## config.mk

```make
export PLATFORM = sky130hd
export DESIGN_NAME = bsg_gateway_latency_link
export DESIGN_NICKNAME = d
export VERILOG_FILES = /design/src/rtl/bsg_gateway_latency_link.sv
export SDC_FILE = /design/constraint.sdc
export NUM_CORES = 2
export LEC_CHECK = 0
export BUFFER_PORTS_ARGS = -buffer_cell sky130_fd_sc_hd__buf_2
export CELL_PAD_IN_SITES_DETAIL_PLACEMENT = 0
export CELL_PAD_IN_SITES_GLOBAL_PLACEMENT = 1
export CORE_UTILIZATION = 55
export CTS_BUF_LIST = sky130_fd_sc_hd__clkbuf_2 sky130_fd_sc_hd__clkbuf_4 sky130_fd_sc_hd__clkbuf_8
export DETAILED_ROUTE_END_ITERATION = 8
export PLACE_DENSITY_LB_ADDON = 0.3
export SYNTH_ARGS = -nofsm -noshare
export SYNTH_HDL_FRONTEND = slang
export SYNTH_SLANG_ARGS = --single-unit
```

## constraint.sdc

```tcl
create_clock -name clk_i -period 3.8 [get_ports clk_i]
set_clock_uncertainty 0.05 [all_clocks]
set_input_delay 0.57 -clock clk_i [delete_from_list [all_inputs] [get_ports clk_i]]
set_output_delay 0.57 -clock clk_i [all_outputs]
set_load 0.02 [all_outputs]
```

## src/rtl/bsg_gateway_latency_link.sv

```systemverilog
// Multi-channel link-latency emulator: per-channel FIFOs that delay each accepted word by a fixed cycle count.
// Optional random extra delay per word is enabled by defining BSG_GATEWAY_LATENCY_LINK_JITTER_EN.
module bsg_gateway_latency_link #(
    parameter int num_channels_p = 4,
    parameter int width_p        = 64,
    parameter int els_p          = 8,
    parameter int latency_p      = 4,
    parameter int jitter_bits_p  = 3
) (
    input  logic                                          clk_i,
    input  logic                                          reset_n_i,
    input  logic [num_channels_p*width_p-1:0]             data_i,
    input  logic [num_channels_p-1:0]                     v_i,
    output logic [num_channels_p-1:0]                     ready_and_o,
    output logic [num_channels_p*width_p-1:0]             data_o,
    output logic [num_channels_p-1:0]                     v_o,
    input  logic [num_channels_p-1:0]                     yumi_i,
    output logic [num_channels_p*$clog2(els_p+1)-1:0]     occupancy_o
);

    localparam int occ_w = $clog2(els_p + 1);
    localparam int ptr_w = $clog2(els_p);
    localparam int cnt_w = $clog2(latency_p + (1 << jitter_bits_p)) + 1;

    for (genvar c = 0; c < num_channels_p; c++) begin : chan
        logic [width_p-1:0] payload [els_p];
        logic [cnt_w-1:0]   count   [els_p];
        logic [ptr_w-1:0]   head, tail, head_next, tail_next;
        logic [occ_w-1:0]   occ;
        logic               has_room, valid, accept, deq;
        logic [cnt_w-1:0]   fresh;

        assign has_room  = occ < occ_w'(els_p);
        assign valid     = (occ != '0) && (count[head] == '0);
        assign accept    = reset_n_i & v_i[c] & has_room;
        assign deq       = yumi_i[c] & valid;
        assign head_next = (head == ptr_w'(els_p - 1)) ? '0 : head + ptr_w'(1);
        assign tail_next = (tail == ptr_w'(els_p - 1)) ? '0 : tail + ptr_w'(1);

`ifdef BSG_GATEWAY_LATENCY_LINK_JITTER_EN
        logic [15:0]      lfsr;
        logic [ptr_w-1:0] last;
        logic [cnt_w-1:0] last_left, base;

        // A new word never releases before the word queued just ahead of it, keeping FIFO order.
        assign last      = (tail == '0) ? ptr_w'(els_p - 1) : tail - ptr_w'(1);
        assign last_left = (occ == '0 || count[last] == '0) ? '0 : count[last] - cnt_w'(1);
        assign base      = cnt_w'(latency_p - 1) + cnt_w'(lfsr[jitter_bits_p-1:0]);
        assign fresh     = (base > last_left) ? base : last_left;

        always_ff @(posedge clk_i) begin
            if (!reset_n_i)
                lfsr <= 16'hACE1 ^ 16'(c);
            else
                lfsr <= {lfsr[14:0], lfsr[15] ^ lfsr[13] ^ lfsr[12] ^ lfsr[10]};
        end
`else
        assign fresh = cnt_w'(latency_p - 1);
`endif

        always_ff @(posedge clk_i) begin
            if (!reset_n_i) begin
                head <= '0;
                tail <= '0;
                occ  <= '0;
                for (int i = 0; i < els_p; i++)
                    count[i] <= '0;
            end else begin
                // Stale slots also count down; they are overwritten before they matter.
                for (int i = 0; i < els_p; i++)
                    if (count[i] != '0)
                        count[i] <= count[i] - cnt_w'(1);
                if (accept) begin
                    count[tail] <= fresh;
                    tail        <= tail_next;
                end
                if (deq)
                    head <= head_next;
                if (accept && !deq)
                    occ <= occ + occ_w'(1);
                else if (!accept && deq)
                    occ <= occ - occ_w'(1);
            end
        end

        always_ff @(posedge clk_i) begin
            if (accept)
                payload[tail] <= data_i[c*width_p +: width_p];
        end

        assign v_o[c]                          = reset_n_i & valid;
        assign ready_and_o[c]                  = reset_n_i & has_room;
        assign data_o[c*width_p +: width_p]    = payload[head];
        assign occupancy_o[c*occ_w +: occ_w]   = reset_n_i ? occ : '0;

        assert property (@(posedge clk_i) disable iff (!reset_n_i) yumi_i[c] |-> valid);
    end

endmodule

```

==> results.yml <==
drt:
  detail_route.wirelength_mm: 182.2
  initialDrtViolationCount: 2725
  via_per_inst: 5.583
  routedLengthMet1_mm: 75.19
  remaining_drc_errors: 0
  route.vias.total: 45000
  drt_first_pass_iters: 6
  dr.max_layer_used: "met5"
  route.met3.wl_mm: 12.28
  avgRoutedWirePerCell_um: 22.60
  met2_length_mm: 90.96
  antenna_left: 0
setup_path:
  timing.critical_path.max_delay_family: "multiplexers"
  crit_chain: "buf_16 > mux4_2 > mux2_2 > buf_2"
  cp.arrival_ns: 3.02
  worst-path-max-fanout: 48
  critPathRequiredTime_ns: 3.18
  worstSetupEndpointType: "output pin"
  worstSetupStartpointType: "register"
  timing.critical_path.slowest_stage_cell: "dfxtp_4"
  worst-setup-path-type: "reg -> out"
  critPathMaxStageDelay_ns: 0.60
  path_buf_inv: 2
yosys:
  netlist_top_cells_area: "edfxtp_1, mux4_2, dfxtp_1, nand2_1, mux2_2"
  avgSynthCellArea_um2: 18.75
  synth_commonest_cells: "edfxtp_1, nand2_1, mux4_2"
  synth_area_leader_cell: "edfxtp_1"
  synth_cell_types: 50
  synth-edff-count: 2048
  postSynth.topFlopCell: "edfxtp_1"
  post-synth-top-area-fraction_pct: 70.61
  seq_area_frac_synth_pct: 75.49
  postSynthRegisterBits: 2260
  async_flop_share_pct: 0
  mappedNetlistNets: 4984
  netlist_area_um2: 87090
  yosys_warnings: 0
  yosys.cell_count.top_type: "edfxtp_1"
  netlist_instances: 4646
timing:
  worst_margin_pin_slew_ns: 1.081
  slew_headroom_pct: 27.92
  final-hold-violation-count: 0
  totalNegativeSetupSlack_ns: 0
  finalCritPeriodShare_pct: 95.89
  slew_violations: 0
  final-setup-viol-count: 0
  rsz0062_at_grt: "no"
  timing.final.crit_period_ns: 3.644
  setup_ws_ns: 0.1562
  max_clock_freq_mhz: 274.4
clock_tree:
  clock-sinks: 2260
  insertion_delay_ns: 1.02
  path_clk_slew_ns: 0.06
  numCtsBuffers: 367
  clock-root-buffer: "clkbuf_8"
  number_of_buffers_on_the_longest_clock_path: 4
  tritoncts_clock_tree: "built"
  cts_htree_levels: 5
place:
  detailed_place_hpwl_mm: 99.86
  gp_congestion: 0.7423
  io_buffer_count: 545
  detailedPlace.worstSlack_ns: 0.6172
grt:
  grt_start_max_net_pins: 129
  grt_overflow_total: 0
  number_of_global_route_vias_before_repair: 46700
  grt_first_pass_wirelength_mm: 273.2
  grtUsageTotal_pct: 22.75
  number_of_antenna_violations_at_the_first_check_in_global_routing: 16
status:
  outcome: "finished, final reports clean"
floorplanning:
  num_io_pins: 546
  initial_util_pct: 55.56
  row_cnt: 145
  floorplan.die_area_um2: 159900
  coreArea_um2: 156800
  floorplan.die.height_um: 399.9
  die-width_um: 399.9
cells_and_area:
  areaGrowthSynthToFinish_pct: 17.70
  postLayoutCoreUtil_pct: 65.39
  final_net_count: 6067
  final_layout_size_suffix_gt1_share_pct: 30.44
power_and_ir_drop:
  power-per-cell-area_nw_per_um2: 607.7
  ir_worst_vdd_uv: 405.0
  power.leakage_nw: 35.32
hold_path:
  worst_min_delay_path_class: "in -> reg"
run:
  maxCapViolCount: 0
-- placed cells by master (no fill, tap or decap), types with 16 or more instances in the layout --
cell,synthesis,routed
a21o_1,23,23
a21oi_1,52,52
and2_1,20,20
buf_12,0,38
buf_2,54,544
buf_4,1,48
clkbuf_4,0,119
clkbuf_8,0,379
clkinv_1,0,97
clkinv_2,0,49
dfxtp_1,212,200
dlygate4sd3_1,0,262
edfxtp_1,2048,2048
ha_1,68,68
inv_1,112,82
mux2_2,83,83
mux2i_1,24,24
mux4_2,512,512
nand2_1,786,785
nand2b_1,24,24
nand3_1,17,17
nand3b_1,28,28
nor2_1,149,149
nor3_1,60,60
nor4_1,17,17
o211ai_1,19,19
o21ai_0,54,54
or3_1,16,16
xnor2_1,47,47
xor2_1,17,17
-- state kept, by name, indices dropped and copies added (netlist names), named ones only --
| signal | cells |
|---|---|
| chan.count | 160 |
| chan.head | 12 |
| chan.occ | 16 |
| chan.payload | 2048 |
| chan.tail | 12 |
-- final cells by class --
cell class / instances / area [µm²]
inverter: 112 / 447.9
antenna: 10 / 25.02
timing repair buffer: 902 / 6664
clock inverter: 135 / 721.9
sequential: 2260 / 65780
multi-input combinational: 2086 / 20180
tap: 2058 / 2575
fill: 10660 / 54250
clock buffer: 498 / 6110
-- report_power, final --
part           internal (W)  leakage, nW  switching, W  total, W
Sequential           0.0284         20.2      0.000931    0.0294
Combinational       0.00609         11.4       0.00709    0.0132
Clock                0.0107         3.63       0.00899    0.0197
Total                0.0453         35.3        0.0170    0.0623
-- routing by layer --
metal,up-vias,track usage [%]
li1,20400,-
met1,22980,29.99
met3,275,5.416
met4,12,6.695
met2,1331,37.89
met5,-,0
-- cells by family after synthesis --
| kind of cell | count (synthesis) | share of synthesized area [%] |
|---|---|---|
| compound gates | 175 | 1.223 |
| xor+xnor | 64 | 0.6436 |
| fa+ha+maj | 72 | 1.069 |
| buf+inv | 300 | 1.375 |
| flops | 2260 | 75.49 |
| mux | 619 | 14.59 |
| simple gates | 1156 | 5.616 |
-- repair_timing --
| item | CTS | global route |
|---|---|---|
| gates resized for setup | 11 | 2 |
| hold buffers | 262 | 0 |
| buffers inserted | 1 | 0 |
| setup endpoints to repair | 105 | 2 |
| endpoints found under the hold margin | 2065 | 0 |
| gates cloned | 1 | 0 |
-- metrics by stage --
stage          power [W]  cell area [µm²]  cells  hold WS [ns]
2_1_floorplan    0.03937            87090   4646        0.3674
3_3_place_gp     0.04266            92920   7154        0.3777
4_1_cts          0.06295           102500   8051       0.04836
3_5_place_dp     0.04287            92920   7154        0.3847
5_1_grt          0.06530           102500   8057        0.1344
6_report         0.06229           102500   8061        0.1496
-- worst paths after layout --
kind,from,to,slack (ns),cells past startpoint
worst min register to register,chan[1].count[2][4]$_SDFFE_PP0P_,chan[1].count[2][4]$_SDFFE_PP0P_,0.39,2
worst min-delay path,yumi_i[0],register,0.15,4
worst max register to register,register,chan[3].occ[3]$_SDFFE_PN0P_,0.63,13
worst max-delay path,register,data_o[224],0.16,4
-- worst reg2reg max path: stages, from the launching register on --
cell	delay, ns
dfxtp_4	0.60
buf_8	0.23
nor2_1	0.07
a22oi_1	0.20
mux2i_1	0.16
a22oi_2	0.32
ha_1	0.25
inv_1	0.09
ha_1	0.27
a21o_1	0.17
a21oi_1	0.18
xnor2_1	0.09
or3_1	0.30
a21oi_1	0.14
No activity file was read; power rests on OpenSTA's default activity.
